==> config.mk <==
export PLATFORM = sky130hd
export DESIGN_NAME = reg_bank_param
export DESIGN_NICKNAME = d
export VERILOG_FILES = /design/src/rtl/reg_bank_pkg.sv /design/src/rtl/reg_bank_storage.sv /design/src/rtl/reg_bank_param.sv
export SDC_FILE = /design/constraint.sdc
export NUM_CORES = 1
export LEC_CHECK = 0
export ABC_AREA = 1
export CAP_MARGIN = 10
export CORE_MARGIN = 3
export CORE_UTILIZATION = 40
export CTS_BUF_LIST = sky130_fd_sc_hd__clkbuf_8
export DETAILED_ROUTE_END_ITERATION = 10
export DONT_BUFFER_PORTS = 1
export GPL_TIMING_DRIVEN = 0
export SLEW_MARGIN = 20
export SYNTH_ARGS = -nofsm -noshare
export SYNTH_HDL_FRONTEND = slang
export SYNTH_SLANG_ARGS = --single-unit
==> constraint.sdc <==
create_clock -name clk -period 2.2 [get_ports clk]
set_input_delay 0.66 -clock clk [delete_from_list [all_inputs] [get_ports clk]]
set_output_delay 0.66 -clock clk [all_outputs]
set_load 0.01 [all_outputs]
==> src/rtl/reg_bank_pkg.sv <==
// Shared types and sizing helpers for the parametrised register bank.
package reg_bank_pkg;

    typedef enum logic [0:0] {
        ST_IDLE  = 1'b0,
        ST_CLEAR = 1'b1
    } state_t;

    localparam int unsigned DEF_WIDTH = 4;
    localparam int unsigned DEF_DEPTH = 4;

    // Address width for a power-of-two depth; never narrower than one bit.
    function automatic int unsigned addr_w(input int unsigned depth);
        return (depth < 2) ? 1 : $clog2(depth);
    endfunction

endpackage

==> src/rtl/reg_bank_storage.sv <==
// DEPTH x WIDTH storage array: one synchronous write port, two combinational read muxes.
module reg_bank_storage
    import reg_bank_pkg::*;
#(
    parameter  int unsigned WIDTH  = DEF_WIDTH,
    parameter  int unsigned DEPTH  = DEF_DEPTH,
    localparam int unsigned ADDR_W = addr_w(DEPTH)
) (
    input  logic              clk,
    input  logic              rst,
    input  logic              i_we,
    input  logic [ADDR_W-1:0] i_wr_addr,
    input  logic [WIDTH-1:0]  i_wr_data,
    input  logic [ADDR_W-1:0] i_rd_addr1,
    input  logic [ADDR_W-1:0] i_rd_addr2,
    output logic [WIDTH-1:0]  o_rd_data1_c,
    output logic [WIDTH-1:0]  o_rd_data2_c
);

    logic [WIDTH-1:0] r_mem [DEPTH];

    always_ff @(posedge clk) begin
        if (rst) begin
            for (int unsigned i = 0; i < DEPTH; i++) begin
                r_mem[i] <= '0;
            end
        end else if (i_we) begin
            r_mem[i_wr_addr] <= i_wr_data;
        end
    end

    assign o_rd_data1_c = r_mem[i_rd_addr1];
    assign o_rd_data2_c = r_mem[i_rd_addr2];

endmodule

==> src/rtl/reg_bank_param.sv <==
// Parametrised register bank: addressed write, dual registered read, sequenced clear with busy.
module reg_bank_param
    import reg_bank_pkg::*;
#(
    parameter  int unsigned WIDTH  = DEF_WIDTH,
    parameter  int unsigned DEPTH  = DEF_DEPTH,
    localparam int unsigned ADDR_W = addr_w(DEPTH)
) (
    input  logic              clk,
    input  logic              rst,
    input  logic              enable_reg,
    input  logic              w_r_reg,
    input  logic [ADDR_W-1:0] wr_addr,
    input  logic [WIDTH-1:0]  wd_reg,
    input  logic [ADDR_W-1:0] rd_addr1,
    input  logic [ADDR_W-1:0] rd_addr2,
    input  logic              clr_req,
    output logic [WIDTH-1:0]  rd_reg1,
    output logic [WIDTH-1:0]  rd_reg2,
    output logic              rd_valid,
    output logic              busy
);

    state_t            r_state;
    state_t            w_state_nxt;
    logic [ADDR_W-1:0] r_clr_idx;
    logic              r_busy;
    logic              r_rd_valid;
    logic [WIDTH-1:0]  r_rd1;
    logic [WIDTH-1:0]  r_rd2;

    logic              w_clr_we;
    logic              w_acc;
    logic              w_wr;
    logic              w_rd;
    logic              w_mem_we;
    logic [ADDR_W-1:0] w_mem_addr;
    logic [WIDTH-1:0]  w_mem_data;
    logic [WIDTH-1:0]  w_rd_data1;
    logic [WIDTH-1:0]  w_rd_data2;

    // Accesses only count in IDLE, and a same-cycle clear request drops them.
    assign w_acc = (r_state == ST_IDLE) && enable_reg && !clr_req;
    assign w_wr  = w_acc && w_r_reg;
    assign w_rd  = w_acc && !w_r_reg;

    // Clear sequencer owns the write port while it runs.
    assign w_mem_we   = w_wr || w_clr_we;
    assign w_mem_addr = w_clr_we ? r_clr_idx : wr_addr;
    assign w_mem_data = w_clr_we ? '0 : wd_reg;

    always_ff @(posedge clk) begin
        if (rst) begin
            r_state <= ST_IDLE;
        end else begin
            r_state <= w_state_nxt;
        end
    end

    always_comb begin
        w_state_nxt = r_state;
        w_clr_we    = 1'b0;
        unique case (r_state)
            ST_IDLE: begin
                if (clr_req) begin
                    w_state_nxt = ST_CLEAR;
                end
            end
            ST_CLEAR: begin
                w_clr_we = 1'b1;
                if (r_clr_idx == ADDR_W'(DEPTH - 1)) begin
                    w_state_nxt = ST_IDLE;
                end
            end
            default: w_state_nxt = ST_IDLE;
        endcase
    end

    always_ff @(posedge clk) begin
        if (rst) begin
            r_clr_idx  <= '0;
            r_busy     <= 1'b0;
            r_rd_valid <= 1'b0;
            r_rd1      <= '0;
            r_rd2      <= '0;
        end else begin
            r_clr_idx  <= w_clr_we ? (r_clr_idx + ADDR_W'(1)) : '0;
            r_busy     <= (w_state_nxt == ST_CLEAR);
            r_rd_valid <= w_rd;
            if (w_rd) begin
                r_rd1 <= w_rd_data1;
                r_rd2 <= w_rd_data2;
            end
        end
    end

    reg_bank_storage #(
        .WIDTH (WIDTH),
        .DEPTH (DEPTH)
    ) u_storage (
        .clk          (clk),
        .rst          (rst),
        .i_we         (w_mem_we),
        .i_wr_addr    (w_mem_addr),
        .i_wr_data    (w_mem_data),
        .i_rd_addr1   (rd_addr1),
        .i_rd_addr2   (rd_addr2),
        .o_rd_data1_c (w_rd_data1),
        .o_rd_data2_c (w_rd_data2)
    );

    assign rd_reg1  = r_rd1;
    assign rd_reg2  = r_rd2;
    assign rd_valid = r_rd_valid;
    assign busy     = r_busy;

endmodule
# Yosys cells after proc, flatten, opt, wreduce, memory -nomap -nowiden

Memories as Yosys holds them, arrays and structs flattened. A register that Yosys moved wholly into a read port is not among the register bits.
Cells that the tools add are included.
Widths: inputs -> output; s select.

Register bits: 4
Memory bits (writable): 16
Output and inout port bits: 10
Logic and storage cells: 31
Memories kept: 1

Add/sub/neg operators: 1
Equal/unequal tests: 1
Mux-type cells: 14
Bitwise operators: 2
Reductions and logical operators: 9

Memory list:

| name            | words | bits a word | read ports | clocked after memory_dff | wr ports | RTL line               | RTL |
|---|---|---|---|---|---|---|---|
| u_storage.r_mem | 4     | 4           | 2          | 2                        | 4        | reg_bank_storage.sv:20 | `logic [WIDTH-1:0] r_mem [DEPTH];` |

Operators by type and width:

| cell                | count |
|---|---|
| $mux 1              | 9 |
| $mux 4              | 2 |
| $logic_and 1x1->1   | 4 |
| $mux 2              | 2 |
| $reduce_or 4->1     | 1 |
| $add 2x1->2 const B | 1 |
| $eq 2x2->1 const B  | 1 |
| $logic_not 1->1     | 2 |
| $not 1->1           | 2 |
| $pmux 1 s2          | 1 |
| $reduce_or 2->1     | 1 |
| $logic_or 1x1->1    | 1 |

# Logic depth before layout (Yosys ltp)

Gate-level depths: netlist of run 1.

Depth in word-level cells: 10
Gate-level depth with buffers: 7

# By module

Synthesis of run 1 repeated with hierarchy kept, for this count alone.

Cells, all modules: 211
Area total of the unflattened synthesis: 1556.5 um2

By module, submodules not included:

| module           | times used | cells an instance | area each (um2) |
|---|---|---|---|
| reg_bank_storage | 1          | 128               | 953.4 |
| reg_bank_param   | 1          | 83                | 603.1 |

# Worst setup path after synthesis of run 1

No wires, ideal clock.

Path type: input port to flip-flop
From: input clr_req
To: memory u_storage.r_mem[0][0] (netlist bit) (enable)
Library setup time: 0.307 ns
Data arrival time: 1.183 ns
Data required time: 1.893 ns
Setup slack: 0.709 ns
Stages: 5
Path buffers: 0
Cells stage by stage: inv_1 > nand3_1 > nand2_2 > nand4_2 > nand2_1

RTL lines:

| element         | RTL line               | RTL |
|---|---|---|
| start, declared | reg_bank_param.sv:17   | `input logic clr_req,` |
| end, declared   | reg_bank_storage.sv:20 |  |

==> qor.csv, run 1 <==
metric,value,unit
Final min period,1450,ps
Layout fillers,359,
total negative slack,0,ps
status,"complete, no violations",
initial antenna violation count,0,
area grow syn2layout,8.52,%
Switching Share,0.235,
Synth top area share,0.318,
kind of critical path,reg -> reg,
DR iter-0 viols,92,
Setup Viol. Count Final,0,
Initial Util,0.433,
internal power,865,uW
post_cts resized,0,
Via density,4.50,
grt total ovfl,0,
CTS root buf,clkbuf_8,
Placed Area,1570,um2
Async SR Flop Fraction,0,
largest net degree at the start of global routing,17,
Synth Instances,210,
Fin. Hold Viols,0,
FF-to-FF setup slack,750,ps
later-pin clock latency in the skew report,270,ps
final worst-path cycle share,0.659,
RSZ-0062 raised after global routing,no,
Worst Path Required,2180,ps
most frequent cell after synthesis,inv_1,
register area share after synthesis,0.476,
most frequent cells after synthesis,"inv_1 (54), nand2_1 (53), nand3_1 (31), nor2_1 (20), edfxtp_1 (16)",
pwr dens,689,nW/um2
"critical path fanouts, max",10,
Max-Cap Viols,0,
crit path DAT,1430,ps
layout cells sized above 1,0.0701,
Avg WL per Cell,11.1,um
worst min-delay path class,reg -> reg,
die height,67.5,um
Max Clk Rate,0.690,GHz
number of cell rows,21,
Mapped Nets,226,
CTS tree,done,
WL final,2.88,mm
postcts setup bufs,0,
routability-driven placement congestion ratio,0.829,
nets,231,
max_slew headroom,0.712,
number of global-route vias before repair,1088,
Max VDD drop,0.408,mV
Detailed Place HPWL,2.29,mm
DRT Pass-1 Iters,4,
Max Slew Vio Count,0,
Seq pwr share,0.525,
NetSw,267,uW
# hold bufs at CTS,0,
Seq cells post-synth,28,
Antenna diodes,0,
Synth Cell Area,1510,um2
crit end category,register,
first-pass GRT wire length,4.78,mm
CTS Sinks,28,
Inserted Clock Buffers,3,
combinational power share,0.117,
IO Pins,25,
CTS Buffer Depth,2,
H-tree depth,1,
via count,1171,
ys flop type,edfxtp_1,
final instance area,1640,um2
post-synthesis cell type count,16,
Yosys warnings,0,
Post-synth EDFFs,16,
clk slew on worst S/H paths,100,ps
IO Port Bufs,0,
Die Area,4560,um2
synth top area cells,"edfxtp_1 (32%), dfxtp_1 (16%), inv_1 (13%)",
Residual DRC,0,
average size of a mapped cell,7.20,um2
crit start category,register,
Core Box Area,3490,um2
GRT Total Usage,0.140,
worst slew pin tran,432,ps
clock share of power,0.358,
Die Span X,67.5,um
post-route antenna net violation count,0,
leakage dissipation,0.000841,uW
final clock skew,6.54,ps
largest area contributor in the netlist,edfxtp_1,
critical path, cell delays in order, from the launching register on:
cell	delay (ps)
dfxtp_1	450
buf_6	170
nand2_2	70
nand2_2	90
nand4_2	160
nand2_1	210
per-stage QoR:
step                      total power (uW)  worst slack [ps]  hold slack (ps)  cells   util
after floorplan                        712               709              507    210      -
after global placement                 739               564              538    256  0.449
after detailed placement               740               554              534    256  0.449
after CTS                             1140               741              560    260  0.470
after global routing                  1180               665              606    260  0.470
final                                 1130               750              557    260  0.470
power groups by stage:
| stage | combinational [uW] | clock [uW] | sequential, uW |
|---|---|---|---|
| 5_1_grt | 154 | 432 | 598 |
| 6_report | 132 | 405 | 595 |
| 4_1_cts | 134 | 412 | 595 |
| 2_1_floorplan | 108 | 0 | 604 |
| 3_3_place_gp | 132 | 0 | 606 |
| 3_5_place_dp | 133 | 0 | 608 |
final timing paths:
path                      from                     to  cells after the start
setup reg to reg          busy  u_storage.r_mem[0][3]                      5
setup / recovery          busy  u_storage.r_mem[0][3]                      5
hold reg to reg   r_clr_idx[0]           r_clr_idx[0]                      3
hold / removal    r_clr_idx[0]           r_clr_idx[0]                      3
routing by layer:
layer,part of all wire,wire length [um],track usage,vias to the layer above
met5,0,0,0,-
met4,0.019,55,0.0684,0
met3,0.051,148,0.0349,6
met2,0.48,1400,0.233,28
met1,0.44,1280,0.168,493
li1,-,-,-,644
area by class of cell:
cell class	count	area, um2	share of cell area
Clock inverter	1	30.0	0.0183
Clock buffer	3	41.3	0.0252
Buffer	5	30.0	0.0183
Tap cell	46	57.6	0.0351
Inverter	54	203	0.123
Multi-Input combinational cell	123	559	0.341
Sequential cell	28	721	0.439
sequential cells by signal, summed over array words and instances (netlist names):
register / count
u_storage.r_mem: 16
rd_reg2: 4
r_clr_idx: 2
rd_valid: 1
busy: 1
rd_reg1: 4
placed cells by master (no fill, tap or decap), types with 2 or more instances in the layout:
| master | n |
|---|---|
| a21oi_1 | 9 |
| buf_2 | 3 |
| clkbuf_8 | 3 |
| dfxtp_1 | 12 |
| edfxtp_1 | 16 |
| inv_1 | 54 |
| nand2_1 | 53 |
| nand2_2 | 4 |
| nand3_1 | 31 |
| nand4_2 | 2 |
| nor2_1 | 20 |
logic make-up (layout without fill, tap and decap cells):
| logic type | after synthesis | count (layout) | share of synthesized area |
|---|---|---|---|
| compound gates | 10 | 10 | 0.0331 |
| simple gates | 112 | 112 | 0.328 |
| fa+ha+maj | 1 | 1 | 0.00827 |
| flops | 28 | 28 | 0.476 |
| buf+inv | 59 | 63 | 0.154 |
Power figures use the tool's default switching activity.
==> run 2: changes to the inputs <==
==> constraint.sdc (replaced) <==
create_clock -name clk -period 1.5 [get_ports clk]
set_input_delay 0.45 -clock clk [delete_from_list [all_inputs] [get_ports clk]]
set_output_delay 0.45 -clock clk [all_outputs]
set_load 0.01 [all_outputs]
==> run 2 against run 1 <==
Sequential power increased by 47%. Worst hold slack got worse by 200 ps. Register-to-register slack got worse by 570 ps. Utilization increased by 0.11 points. Maximum frequency increased by 9.7%. Routed wire length about the same. Clock skew increased by 1.3 ps. Non-clock buffer count unchanged. Critical path depth unchanged. Worst setup slack got worse by 570 ps. Critical path type unchanged.
==> qor.csv, run 2 (synthesized netlist as in run 1, its figures left out) <==
metric,value,unit,change
max_slew headroom,0.712,,unchanged
Residual DRC,0,,unchanged
via count,1173,,+0.17%
kind of critical path,reg -> reg,,
crit path DAT,1310,ps,-120 ps
layout cells sized above 1,0.0794,,+0.00935
"critical path, cell by cell",buf_6 -> nand2_1 -> nand2_1 -> nand4_2 -> nand2_1,,
initial antenna violation count,0,,unchanged
clk slew on worst S/H paths,100,ps,about the same
GRT Total Usage,0.140,,unchanged
final worst-path cycle share,0.881,,+0.222
"critical path fanouts, max",10,,unchanged
Worst path most repeated cell,nand2_1,,
number of cell rows,21,,unchanged
CP max stage cell,dfxtp_2,,
Setup Viol. Count Final,0,,unchanged
Top reg by flops,u_storage.r_mem,,
Core Box Area,3490,um2,unchanged
H-tree depth,1,,unchanged
Die Area,4560,um2,unchanged
"commonest non-fill, non-tap cells in the layout","inv_1 (54), nand2_1 (52), nand3_1 (31), nor2_1 (20), edfxtp_1 (16)",,
nets,231,,unchanged
CTS root buf,clkbuf_8,,
crit start category,register,,
leakage dissipation,0.000841,uW,about the same
worst slew pin tran,432,ps,unchanged
NetSw,389,uW,+46%
Max-Cap Viols,0,,unchanged
Final Non-Filler Cells,260,,unchanged
WL final,2.88,mm,about the same
pwr dens,1010,nW/um2,+46%
register cell area after layout,722,um2,+0.17%
crit end category,register,,
internal power,1270,uW,+47%
CTS tree,done,,
Inserted Clock Buffers,3,,unchanged
DP Cell Count,256,,unchanged
Multi-input gate area,562,um2,+0.45%
Layout fillers,358,,-0.28%
routability-driven placement congestion ratio,0.829,,unchanged
max reg flops,16,,unchanged
DRT Pass-1 Iters,4,,unchanged
CTS Buffer Depth,2,,unchanged
Via density,4.51,,+0.17%
IO Port Bufs,0,,unchanged
Fin. Hold Viols,0,,unchanged
Final min period,1320,ps,-129 ps
Max Clk Rate,0.757,GHz,+9.7%
Detailed Place HPWL,2.29,mm,unchanged
DR iter-0 viols,92,,unchanged
grt total ovfl,0,,unchanged
final core occ,0.471,,+0.00107
largest net degree at the start of global routing,17,,unchanged
Max Slew Vio Count,0,,unchanged
first-pass GRT wire length,4.78,mm,unchanged
Max VDD drop,0.599,mV,+47%
worst min-delay path class,in -> reg,,
status,"complete, no violations",,
CTS Sinks,28,,unchanged
post-route antenna net violation count,0,,unchanged
area grow syn2layout,8.77,%,
Seq pwr share,0.526,,about the same
combinational power share,0.117,,about the same
die height,67.5,um,unchanged
Die Span X,67.5,um,unchanged
"commonest non-fill, non-tap cell in the layout",inv_1,,
number of global-route vias before repair,1088,,unchanged
RSZ-0062 raised after global routing,no,,
IO Pins,25,,unchanged
Avg WL per Cell,11.1,um,about the same
total negative slack,0,ps,unchanged
final clock skew,7.86,ps,+1.32 ps
Switching Share,0.234,,-0.00100
final hold slack,362,ps,-196 ps
clock share of power,0.357,,about the same
Worst Path Required,1490,ps,-690 ps
Antenna diodes,0,,unchanged
Initial Util,0.433,,unchanged
Worst path max stage delay,400,ps,-50 ps
later-pin clock latency in the skew report,270,ps,about the same
[run 2: cell counts in the layout (fill, tap and decap cells not counted)]
No cell type changed its count.
[run 2: final timing paths]
check                             startpoint                     to  slack [ps]  depth (start not counted)
worst max-delay path                    busy  u_storage.r_mem[1][0]         180                          5
worst min-delay path                 clr_req                   busy         360                          2
worst max register to register          busy  u_storage.r_mem[1][0]         180                          5
worst min register to register  r_clr_idx[0]           r_clr_idx[0]         560                          3
[run 2: what timing repair did]
action                                  CTS  global route
gates resized for setup                   0             2
setup buffers                             0             0
endpoints found under the setup margin    0            11
hold buffers                              0             0
[run 2: power groups by stage]
stage | sequential (uW) | combinational [uW] | clock [uW]
final | 873 | 195 | 592
after CTS | 873 | 196 | 604
after global placement | 890 | 194 | 0
after floorplan | 886 | 159 | 0
after global routing | 878 | 227 | 634
after detailed placement | 891 | 195 | 0
[run 2: per-stage QoR]
step / worst slack (ps) / total power, uW / area (um2)
4_1_cts: 41.3 / 1670 / 1640
5_1_grt: 60.8 / 1740 / 1650
3_3_place_gp: 65.6 / 1080 / 1570
6_report: 179 / 1660 / 1650
2_1_floorplan: 214 / 1040 / 1510
3_5_place_dp: 58.3 / 1090 / 1570
[run 2: worst max-delay path, delay by kind of cell (launching register included)]
family	cells	cell delay, ps
DFF	1	400
buffers and inverters	1	150
and+or+nand+nor	4	490
[run 2: area by class of cell]
| class | instances | area share |
|---|---|---|
| Clock buffer | 3 | 0.0251 |
| Buffer | 5 | 0.0183 |
| Sequential cell | 28 | 0.439 |
| Clock inverter | 1 | 0.0183 |
| Inverter | 54 | 0.123 |
| Tap cell | 46 | 0.0350 |
| Multi-Input combinational cell | 123 | 0.341 |
[run 2: routing by layer]
layer  vias to the layer above  wire (um)  GRT usage
met4                         0         55     0.0684
met5                         -          0          0
met1                       491       1260      0.168
li1                        644          -          -
met3                         6        162     0.0349
met2                        32       1400      0.233
